===== src/rtl/multiplier_seq_pkg.sv =====
`default_nettype none
// ============================================================================
// Module      : multiplier_seq_pkg
// Description : Shared definitions for the sequential shift-add multiplier:
//               operand width ceiling and the controller state encoding.
// Revision    : 1.0 - initial release
// ============================================================================
package multiplier_seq_pkg;

    // Widest operand the multiplier is built for.
    localparam int WIDTH_MAX = 32;

    // Controller states, 2-bit encoding.
    typedef enum logic [1:0] {
        ST_IDLE = 2'd0,
        ST_CALC = 2'd1,
        ST_SIGN = 2'd2
    } state_t;

endpackage
`default_nettype wire


===== src/rtl/multiplier_seq_negate.sv =====
`default_nettype none
// ============================================================================
// Module      : negate_2w
// Description : Combinational two's-complement negate of a W-bit value.
//               Used at 2*WIDTH for the final product sign and at WIDTH for
//               the operand magnitudes.
// Ports       : i_value - value to negate
//               o_value - (-i_value) modulo 2^W
// Revision    : 1.0 - initial release
// ============================================================================
module negate_2w #(
    parameter int W = 16
) (
    input  logic [W-1:0] i_value,
    output logic [W-1:0] o_value
);

    assign o_value = (~i_value) + {{(W-1){1'b0}}, 1'b1};

endmodule
`default_nettype wire


===== src/rtl/multiplier_seq.sv =====
`default_nettype none
// ============================================================================
// Module      : multiplier_seq
// Description : Sequential shift-add multiplier, unsigned or two's-complement
//               signed, one partial product per clock. Operates on operand
//               magnitudes and applies the sign in a final step.
// Ports       : clk         - clock, rising edge
//               rst         - synchronous active-high reset
//               start       - request, sampled only while idle
//               signed_mode - 1 = signed operands, latched on accepted start
//               a, b        - multiplicand / multiplier, latched on start
//               busy        - operation in progress
//               done        - one-cycle pulse when p is updated
//               p           - 2*WIDTH product, held until the next done
// Revision    : 1.0 - initial release
// ============================================================================
module multiplier_seq
    import multiplier_seq_pkg::*;
#(
    parameter int WIDTH = 8
) (
    input  logic                 clk,
    input  logic                 rst,
    input  logic                 start,
    input  logic                 signed_mode,
    input  logic [WIDTH-1:0]     a,
    input  logic [WIDTH-1:0]     b,
    output logic                 busy,
    output logic                 done,
    output logic [2*WIDTH-1:0]   p
);

    localparam int c_CNT_W = $clog2(WIDTH + 1);

    if (WIDTH < 2 || WIDTH > WIDTH_MAX) begin : g_width_check
        $error("multiplier_seq: WIDTH out of range");
    end

    state_t               r_state;
    state_t               w_state_next;
    logic [WIDTH-1:0]     w_a_neg;
    logic [WIDTH-1:0]     w_b_neg;
    logic [WIDTH-1:0]     w_a_mag;
    logic [WIDTH-1:0]     w_b_mag;
    logic [2*WIDTH-1:0]   w_acc_neg;
    logic [2*WIDTH-1:0]   r_mcand;
    logic [WIDTH-1:0]     r_mplier;
    logic [2*WIDTH-1:0]   r_acc;
    logic [2*WIDTH-1:0]   r_p;
    logic [c_CNT_W-1:0]   r_count;
    logic                 r_neg;
    logic                 r_done;

    negate_2w #(.W(WIDTH)) u_neg_a (
        .i_value (a),
        .o_value (w_a_neg)
    );

    negate_2w #(.W(WIDTH)) u_neg_b (
        .i_value (b),
        .o_value (w_b_neg)
    );

    negate_2w #(.W(2*WIDTH)) u_neg_acc (
        .i_value (r_acc),
        .o_value (w_acc_neg)
    );

    // Negating -2^(W-1) yields 2^(W-1), which is the correct unsigned
    // magnitude, so WIDTH-bit magnitudes never overflow.
    assign w_a_mag = (signed_mode && a[WIDTH-1]) ? w_a_neg : a;
    assign w_b_mag = (signed_mode && b[WIDTH-1]) ? w_b_neg : b;

    // ---------------------------------------------------------------- FSM
    always_ff @(posedge clk) begin
        if (rst) begin
            r_state <= ST_IDLE;
        end else begin
            r_state <= w_state_next;
        end
    end

    always_comb begin
        w_state_next = r_state;
        case (r_state)
            ST_IDLE: if (start) w_state_next = ST_CALC;
            // Leave after the WIDTH-th partial product.
            ST_CALC: if (r_count == c_CNT_W'(1)) w_state_next = ST_SIGN;
            ST_SIGN: w_state_next = ST_IDLE;
            default: w_state_next = ST_IDLE;
        endcase
    end

    // ----------------------------------------------------------- datapath
    always_ff @(posedge clk) begin
        if (rst) begin
            r_mcand  <= '0;
            r_mplier <= '0;
            r_acc    <= '0;
            r_p      <= '0;
            r_count  <= '0;
            r_neg    <= 1'b0;
            r_done   <= 1'b0;
        end else begin
            r_done <= 1'b0;
            case (r_state)
                ST_IDLE: begin
                    if (start) begin
                        r_mcand  <= {{WIDTH{1'b0}}, w_a_mag};
                        r_mplier <= w_b_mag;
                        r_neg    <= signed_mode & (a[WIDTH-1] ^ b[WIDTH-1]);
                        r_acc    <= '0;
                        r_count  <= c_CNT_W'(WIDTH);
                    end
                end
                ST_CALC: begin
                    if (r_mplier[0]) begin
                        r_acc <= r_acc + r_mcand;
                    end
                    r_mcand  <= r_mcand << 1;
                    r_mplier <= r_mplier >> 1;
                    r_count  <= r_count - c_CNT_W'(1);
                end
                ST_SIGN: begin
                    r_p    <= r_neg ? w_acc_neg : r_acc;
                    r_done <= 1'b1;
                end
                default: ;
            endcase
        end
    end

    assign busy = (r_state != ST_IDLE);
    assign done = r_done;
    assign p    = r_p;

endmodule
`default_nettype wire


===== config.mk =====
export PLATFORM = sky130hd
export DESIGN_NAME = multiplier_seq
export DESIGN_NICKNAME = d
export VERILOG_FILES = /design/src/rtl/multiplier_seq_pkg.sv /design/src/rtl/multiplier_seq_negate.sv /design/src/rtl/multiplier_seq.sv
export SDC_FILE = /design/constraint.sdc
export NUM_CORES = 1
export LEC_CHECK = 0
export CAP_MARGIN = 25
export CORE_MARGIN = 1.5
export CORE_UTILIZATION = 55
export DETAILED_ROUTE_END_ITERATION = 8
export HOLD_SLACK_MARGIN = 0.1
export PLACE_DENSITY = 0.89
export SLEW_MARGIN = 20
export SYNTH_ARGS = -nofsm -noshare
export SYNTH_HDL_FRONTEND = slang
export SYNTH_SLANG_ARGS = --single-unit

===== constraint.sdc =====
create_clock -name clk -period 2.5 [get_ports clk]
set_input_delay 0.25 -clock clk [delete_from_list [all_inputs] [get_ports clk]]
set_output_delay 0.25 -clock clk [all_outputs]
set_load 0.01 [all_outputs]

==> results of run 1 <==
how the worst max path moves through the flow:
| stage | startpoint | slack (ns) | to |
|---|---|---|---|
| 2_1_floorplan | r_acc[4]$_SDFFE_PP0P_ | 0.46 | r_acc[15]$_SDFFE_PP0P_ |
| 3_3_place_gp | r_acc[0]$_SDFFE_PP0P_ | 0.35 | r_acc[14]$_SDFFE_PP0P_ |
| 3_5_place_dp | r_acc[0]$_SDFFE_PP0P_ | 0.26 | r_acc[14]$_SDFFE_PP0P_ |
| 4_1_cts | r_acc[0]$_SDFFE_PP0P_ | 0.24 | r_acc[14]$_SDFFE_PP0P_ |
| 5_1_grt | r_acc[4]$_SDFFE_PP0P_ | 0.02 | r_acc[15]$_SDFFE_PP0P_ |
| 6_report | r_acc[4]$_SDFFE_PP0P_ | 0.24 | r_acc[15]$_SDFFE_PP0P_ |
state kept, by name (all words and copies together), names as in the netlist:
name / cells
p: 16
r_acc: 16
r_mcand: 16
r_mplier: 8
r_count: 4
r_state: 2
done: 1
r_neg: 1
report_power, final:
part           internal, mW  total [mW]  switching (mW)
Clock                 0.533       0.922           0.389
Combinational         0.107       0.267           0.160
Sequential             1.05        1.08          0.0325
Total                  1.69        2.27           0.582
cell usage in the layout, fill, tap and decap left out, types with 12 or more instances in the layout:
master / instances
sky130_fd_sc_hd__a21oi_1: 60
sky130_fd_sc_hd__a22oi_1: 12
sky130_fd_sc_hd__clkbuf_8: 12
sky130_fd_sc_hd__clkdlybuf4s50_1: 36
sky130_fd_sc_hd__dfxtp_1: 63
sky130_fd_sc_hd__ha_1: 20
sky130_fd_sc_hd__inv_1: 15
sky130_fd_sc_hd__nand2_1: 64
sky130_fd_sc_hd__nand3_1: 19
sky130_fd_sc_hd__nor2_1: 37
sky130_fd_sc_hd__nor3_1: 12
sky130_fd_sc_hd__o21ai_0: 21
sky130_fd_sc_hd__xor2_1: 17
metal layers:
layer	GRT usage, %	vias up	wire length [µm]
li1	-	1695	-
met1	28.6	1477	3670
met2	41.9	81	3930
met3	6.10	12	376
met4	10.9	0	119
met5	0	-	0
per-stage QoR:
step           hold slack, ns  instance area (µm²)
2_1_floorplan           0.386                 3640
3_3_place_gp            0.438                 4010
3_5_place_dp            0.445                 4010
4_1_cts                 0.328                 4210
5_1_grt                 0.356                 4220
6_report                0.350                 4220
kinds of logic (layout without fill, tap and decap cells):
group / count (synthesis) / after routing / synth area share [%]
compound gates: 139 / 139 / 23.8
mux: 2 / 2 / 0.551
fa+ha+maj: 21 / 21 / 7.43
xor+xnor: 28 / 28 / 6.74
simple gates: 169 / 169 / 21.6
flops: 64 / 64 / 35.2
buf+inv: 37 / 70 / 4.61
area by class of cell:
| type | count | area (µm²) | share of cell area (%) |
|---|---|---|---|
| Sequential cell | 64 | 1280 | 30.4 |
| Clock inverter | 3 | 40.0 | 0.949 |
| Clock buffer | 12 | 165 | 3.91 |
| Tap cell | 77 | 96.3 | 2.28 |
| Timing Repair Buffer | 40 | 388 | 9.19 |
| Multi-Input combinational cell | 359 | 2190 | 51.9 |
| Inverter | 15 | 56.3 | 1.33 |
==> impl_metrics.ini, run 1 <==
[outcome]
status = completed

[synthesis]
net_count_after_synthesis = 501
netlist_top_cells_area = sky130_fd_sc_hd__dfxtp_1, sky130_fd_sc_hd__a21oi_1, sky130_fd_sc_hd__ha_1
synth_largest_type_area_fraction_pct = 35.2
synth_warnings = 0
synth_seq_cells = 64
post_synth_most_frequent_cells = sky130_fd_sc_hd__dfxtp_1, sky130_fd_sc_hd__nand2_1, sky130_fd_sc_hd__a21oi_1
synth_top_area_cell = sky130_fd_sc_hd__dfxtp_1
syn_inst = 460
async_flop_share_pct = 0
yosysSeqAreaShare_pct = 35.2
post_synth_instance_area_um2 = 3640
synth_cell_type_count = 50
synth_top_flop_cell = sky130_fd_sc_hd__dfxtp_1
number_of_enable_flip_flop_cells_after_synthesis = 0
syn_avg_cell_area_um2 = 7.90

[routing]
detail_route.wl_per_cell_um = 14.2
drt_pre_antenna_iters = 4
drt-total-wl_um = 8100
detail-route-antenna-nets = 0
drtIter0Drc = 228
route.vias.total = 3265
avg_vias_per_cell = 5.73
detail_route.drc_violations = 0

[worst_hold_path]
hold_path_end = r_state[0]$_SDFFE_PP0P_
worst_hold_startpoint = rst
min_path_type = input pin to register
hold_path_depth = 2

[clock_tree]
ctsRootBufferMaster = sky130_fd_sc_hd__clkbuf_8
htree_num_levels = 3
cts_max_path_buffers = 2
clkSinkCount = 64
path_clk_slew_ns = 0.07
cts.hold.buffers_added = 0
post-cts-setup-buffer-count = 0
cts_repair_resize_count = 0
cts_inserted_buffers = 9
cts_tree = yes
clk-insertion-delay-late_ns = 0.35

[timing]
relSlewSlack_pct = 40.1
setup_total_negative_slack_ns = 0
worst_slew_pin_slew_ns = 0.895
finalWorstSetupSlack_ns = 0.236
period_minus_slack_ns = 2.26
setup_viol_count_final = 0
max_clock_freq_ghz = 0.442
setup_repair_after_global_routing_missed_its_margin = false
hold_viol_final = 0
fin_worst_skew_ns = 0.00537
layout_worst_path_cycle_share_pct = 90.6
timing.final.max_slew_violations = 0

[cells_and_area]
final_core_util_pct = 66.1
drive_above_1_share_pct = 5.68
final_cells = 570
final.fill_count = 551
diodes = 0
design.final.nets = 530
area_growth_syn_to_layout_pct = 16.1

[global_route]
remaining_global_route_overflow = 0
antenna_violations_before_repair = 0
grt_first_pass_wirelength_um = 13900
first_global_vias = 3139
grt_use_total_pct = 24.3
grt_max_degree = 36

[floorplan]
die-area_um2 = 7110
initial_utilization_pct = 56.9
top_level_ports = 38
chip_width_um = 84.3
die-height_um = 84.3
coreArea_um2 = 6390
row_count = 29

[worst_setup_path]
crit_path_end_kind = register
timing.critical_path.buf_inv = 0
reg_to_reg_critical_path_endpoint = r_acc[15]$_SDFFE_PP0P_
timing.rr.start = r_acc[4]$_SDFFE_PP0P_
critical_path.cell_chain = ha_1, a21oi_1, nand2_1, o21a_1, a211oi_1, o21ai_1, xor2_1, o211ai_1
critical_path_depth = 8
critPathRequiredTime_ns = 2.77
timing_worst_setup_path_type = register to register
cp.arrival_ns = 2.54
startpoint_type = register
reg2reg_slack_ns = 0.24
reg2regPathDepth = 8
crit_path_max_fanout = 5
cpMaxStageDelayCell = sky130_fd_sc_hd__dfxtp_1
critPathMaxStageDelay_ns = 0.50
worst_path_dominant_cell_family = compound AO/OA/AOI/OAI gates

[place]
dp_cell_count = 555
pre_cts_ws_ns = 0.256
dp_hpwl_um = 5870
routabilityCongestion = 1.01
count_of_buffers_from_port_buffering = 37

[flow_run]
max_cap_violations = 0

[pwr]
power.density_nw_per_um2 = 539
total_leakage_power_nw = 1.66
peakVddDrop_uv = 535
total_power_mw = 2.27
(Power assumes the default switching activity.)
==> inputs of run 2 (changes only) <==
GPL_ROUTABILITY_DRIVEN = 1   (was unset)
==> results of run 2 <==
Final layout, timing and power as in run 1 (identical DEF).
